==> src/rtl/comparator_seq.sv <==
// Chunk-serial N-bit comparator: scans W bits per cycle from the MSB and stops at the first
// differing chunk. Operands come in and the result goes out on valid/ready handshakes.
module comparator_seq #(
    parameter int N      = 32,
    parameter int W      = 4,
    parameter int SIGNED = 1
) (
    input  logic         clk,
    input  logic         rst_n,
    input  logic         in_valid,
    output logic         in_ready,
    input  logic [N-1:0] a,
    input  logic [N-1:0] b,
    output logic         out_valid,
    input  logic         out_ready,
    output logic         eq,
    output logic         lt,
    output logic         gt
);
    localparam int C  = N / W;
    localparam int CW = (C > 1) ? $clog2(C) : 1;

    typedef enum logic [1:0] {
        IDLE = 2'd0,
        SCAN = 2'd1,
        DONE = 2'd2
    } state_t;

    state_t        state_r, state_s;
    logic [N-1:0]  a_r, a_s, b_r, b_s;
    logic [CW-1:0] cnt_r, cnt_s;
    logic          out_valid_r, out_valid_s;
    logic          eq_r, eq_s, lt_r, lt_s, gt_r, gt_s;
    logic [W-1:0]  chunk_a_s, chunk_b_s;
    logic          first_s;

    // Flipping the sign bit maps two's-complement order onto unsigned order.
    function automatic logic [W-1:0] bias_sign(input logic [W-1:0] c, input logic en);
        logic [W-1:0] m;
        m        = '0;
        m[W-1]   = en;
        return c ^ m;
    endfunction

    // Top chunk of each operand, sign-biased on the MSB chunk of a signed compare.
    always_comb begin
        first_s   = (cnt_r == CW'(C - 1)) && (SIGNED != 0);
        chunk_a_s = bias_sign(a_r[N-1 -: W], first_s);
        chunk_b_s = bias_sign(b_r[N-1 -: W], first_s);
    end

    // Next-state and next-output logic.
    always_comb begin
        state_s     = state_r;
        a_s         = a_r;
        b_s         = b_r;
        cnt_s       = cnt_r;
        out_valid_s = out_valid_r;
        eq_s        = eq_r;
        lt_s        = lt_r;
        gt_s        = gt_r;
        case (state_r)
            IDLE: begin
                if (in_valid) begin
                    a_s     = a;
                    b_s     = b;
                    cnt_s   = CW'(C - 1);
                    state_s = SCAN;
                end else begin
                    state_s = IDLE;
                end
            end
            SCAN: begin
                if (chunk_a_s != chunk_b_s) begin
                    lt_s        = (chunk_a_s < chunk_b_s);
                    gt_s        = (chunk_a_s > chunk_b_s);
                    eq_s        = 1'b0;
                    out_valid_s = 1'b1;
                    state_s     = DONE;
                end else if (cnt_r == '0) begin
                    eq_s        = 1'b1;
                    lt_s        = 1'b0;
                    gt_s        = 1'b0;
                    out_valid_s = 1'b1;
                    state_s     = DONE;
                end else begin
                    a_s   = a_r << W;
                    b_s   = b_r << W;
                    cnt_s = cnt_r - CW'(1);
                end
            end
            DONE: begin
                if (out_ready) begin
                    out_valid_s = 1'b0;
                    eq_s        = 1'b0;
                    lt_s        = 1'b0;
                    gt_s        = 1'b0;
                    state_s     = IDLE;
                end else begin
                    state_s = DONE;
                end
            end
            default: begin
                out_valid_s = 1'b0;
                eq_s        = 1'b0;
                lt_s        = 1'b0;
                gt_s        = 1'b0;
                state_s     = IDLE;
            end
        endcase
    end

    // State and datapath registers with synchronous active-low reset.
    always_ff @(posedge clk) begin
        if (!rst_n) begin
            state_r     <= IDLE;
            a_r         <= '0;
            b_r         <= '0;
            cnt_r       <= '0;
            out_valid_r <= 1'b0;
            eq_r        <= 1'b0;
            lt_r        <= 1'b0;
            gt_r        <= 1'b0;
        end else begin
            state_r     <= state_s;
            a_r         <= a_s;
            b_r         <= b_s;
            cnt_r       <= cnt_s;
            out_valid_r <= out_valid_s;
            eq_r        <= eq_s;
            lt_r        <= lt_s;
            gt_r        <= gt_s;
        end
    end

    // Ready drops as soon as reset is asserted, without waiting for an edge.
    assign in_ready  = (state_r == IDLE) && rst_n;
    assign out_valid = out_valid_r;
    assign eq        = eq_r;
    assign lt        = lt_r;
    assign gt        = gt_r;
endmodule

==> config.mk <==
export PLATFORM = sky130hd
export DESIGN_NAME = comparator_seq
export DESIGN_NICKNAME = d
export VERILOG_FILES = /design/src/rtl/comparator_seq.sv
export SDC_FILE = /design/constraint.sdc
export NUM_CORES = 1
export LEC_CHECK = 0
export ABC_AREA = 1
export BUFFER_PORTS_ARGS = -buffer_cell sky130_fd_sc_hd__buf_4
export CORE_MARGIN = 2
export CORE_UTILIZATION = 45
export DETAILED_ROUTE_END_ITERATION = 10
export PLACE_DENSITY_LB_ADDON = 0.15
export SYNTH_ARGS = -nofsm -noshare
export SYNTH_HDL_FRONTEND = slang
export SYNTH_SLANG_ARGS = --single-unit
export TNS_END_PERCENT = 10
==> constraint.sdc <==
create_clock -name clk -period 2.1 [get_ports clk]
set_clock_uncertainty 0.05 [all_clocks]
set_input_delay 0.315 -clock clk [delete_from_list [all_inputs] [get_ports clk]]
set_output_delay 0.315 -clock clk [all_outputs]
set_load 0.05 [all_outputs]
==> summary.txt <==
Run
  – Maxcap violations: 0

Setup path
  – Worst setup path startpoint: b_r[30]
  – Critical path's most frequent cell: nand2_1
  – Max incr delay on CP: 330 ps
  – Worst endpoint required time: 2280 ps
  – Slowest-stage cell, CP: dfxtp_1
  – CP max FO: 25
  – WP data arrival: 2060 ps
  – Path depth of the worst reg2reg path: 10
  – CP Launch Type: flop
  – Setup CP Type: flop to flop
  – CP Capture Type: flop
  – R2r startpoint: b_r[30]
  – Critical path cell sequence: inv_1 > ha_1 > nand2_1 > nor2_2 > nand2_1 > nand2_1 > nand2_2 > buf_4 > o21ai_0 > nor2_1

Placement
  – Hpwl dp: 5370 um
  – Buffers on Ports: 72
  – GPL Wtd Cong: 0.802
  – Place WS: 215 ps

Final layout
  – ANT cells: 0
  – Commonest non-fill, non-tap cell in the layout: nand2_1
  – Most frequent cells in the layout: nand2_1 (204), nor2_1 (121), buf_4 (81)
  – Area of the multi-input gates: 0.00178 mm^2
  – Seq. cell area: 0.00146 mm^2
  – Ratio of cells with drive above 1 in the final layout: 17.8%
  – Area Growth Syn to Fin: 22.9%
  – Fin nets: 682
  – Number of fill cells: 807

STA
  – RSZ-0062 raised after global routing: false
  – Final hold vios: 0
  – Slew margin rel.: 65.0%
  – FMAX: 531 MHz
  – Final WS setup: 217 ps
  – Endpoints failing setup: 0
  – Post-layout minimum cycle time: 1880 ps
  – Worst slew pin tran: 525 ps
  – Pins Over Slew Limit: 0
  – Setup_tns: 0 ps
  – Fin crit share: 89.6%

Synth
  – Syn_nets: 620
  – Register area share after synthesis: 41.8%
  – Netlist Area Pre-Place: 0.00350 mm^2
  – Ys Warns: 0
  – Cell variety after synth: 22
  – Main synth FF type: dfxtp_1
  – Post-synth ARST share: 0%
  – EDFF count, synth: 0
  – Synth Register Bits: 73
  – Synthesized instance count: 546
  – Post-Synthesis Mean Instance Area: 6.40 um^2

Global route
  – Total gr overflow: 0
  – First-pass GRT wire length: 13500 um
  – Vias in the first global route: 3075
  – All-Layer GR Usage: 19.5%
  – Pin count of the biggest net entering global routing: 61
  – Initial antenna violation count: 0

Hold path
  – Tightest Hold Check Type: input pin to flop
  – Worst Hold Depth: 3
  – Min-delay src: a[1]

Clock network
  – H-tree depth: 3
  – TritonCTS clock tree: built
  – Post-CTS Setup Bufs: 0
  – CTS Hold Buffers Added: 0
  – Worst-skew pair later-pin latency: 340 ps
  – CTS Buffer Depth: 2
  – Worst-path clk slew: 80 ps
  – # resized after CTS: 0
  – Root Buffer: clkbuf_8
  – CTS Buf Count: 9
  – Count of clock tree sinks: 73

Power
  – Internal power: 0.00279 W
  – Sw Share: 34.2%
  – Switching power: 0.00145 W
  – Comb power frac: 30.5%
  – Worst VDD drop: 0.000519 V
  – PD cells: 987 mW/mm^2
  – Leak: 2.13 nW
  – Sequential power share: 41.8%
  – Clock share of power: 27.6%
  – Total power: 0.00424 W

Routing
  – Total Wirelength: 7940 um
  – Avg WL per Cell: 11.1 um
  – Via density: 4.64
  – DR vias: 3317
  – Pre-antenna DRT Iters: 4
  – Remaining DRCs: 0
  – Initial DRC Count: 117
  – ANT nets after route: 0

Floorplan
  – Ports: 73
  – Die Area: 0.00849 mm^2
  – Die height: 92.2 um
  – Die extent in x: 92.2 um
  – # rows: 32
  – Initial Util: 46.0%
  – Core area: 0.00761 mm^2

Run status
  – Outcome: completed
## flip-flops by register name, summed over array words and instances (netlist names)
signal	cells
b_r	32
out_valid	1
gt	1
cnt_r	3
eq	1
state_r	2
a_r	32
lt	1
## power by group through the flow
stage	registers (W)	logic (W)	clock network, W
2_1_floorplan	0.00181	0.000971	0
3_3_place_gp	0.00180	0.00129	0
3_5_place_dp	0.00181	0.00130	0
4_1_cts	0.00178	0.00131	0.00120
5_1_grt	0.00181	0.00149	0.00125
6_report	0.00177	0.00130	0.00117
## layout make-up
class                           count  share of cell area (%)
Multi-Input combinational cell    422                    41.4
Sequential cell                    73                    34.0
Timing Repair Buffer               83                    15.1
Tap cell                          102                    2.97
Clock buffer                        9                    2.88
Clock inverter                      7                    1.98
Inverter                           19                    1.66
## critical path, delay by kind of cell, from the launching register on
kind	cells	cell delay (ps)
compound gates	1	200
fa+ha+maj	1	280
buf+inv	2	290
flops	1	330
simple gates	6	610
## per-layer routing
metal | GRT usage (%) | share of wire, %
met2 | 32.5 | 46
met1 | 25.6 | 49
met5 | 0 | 0
met4 | 6.59 | 0.98
met3 | 3.20 | 3.7
## path summary, 6_finish.rpt
check / slack, ps / end
max: 220 / a_r[29]
min: 190 / a_r[1]
max reg2reg: 220 / a_r[29]
min reg2reg: 410 / b_r[2]
## cells in the mapped netlist (2+ instances only)
cell type	count	area [um^2]
nand2_1	205	769
nor2_1	121	454
dfxtp_1	73	1460
o21ai_0	42	210
o21ai_1	19	95.1
inv_1	16	60.1
a21oi_1	14	70.1
clkbuf_1	11	41.3
buf_2	8	40.0
ha_1	6	75.1
nand3_1	6	30.0
buf_4	5	37.5
buf_6	5	56.3
buf_1	3	11.3
inv_2	3	11.3
nand2_2	2	12.5
nor2_2	2	12.5
## kinds of logic (layout without fill, tap and decap cells)
group                      after synthesis  count (layout)  synth area share (%)
and+or+nand+nor                        340             340                  37.7
AOI/OAI and AO/OA                       75              75                  10.7
DFF                                     73              73                  41.8
buffers and inverters                   51             118                  7.37
adders and majority gates                6               6                  2.15
xor gates and xnor gates                 1               1                 0.250
## per-stage QoR
step           area, um^2  hold WS, ps  instances  util, %
6_report             4300          188        715     56.5
5_1_grt              4300          196        715     56.5
4_1_cts              4300          180        715     56.5
3_5_place_dp         4090          405        699     53.8
3_3_place_gp         4090          400        699     53.8
2_1_floorplan        3500          389        546        -
Power figures use the tool's default switching activity.
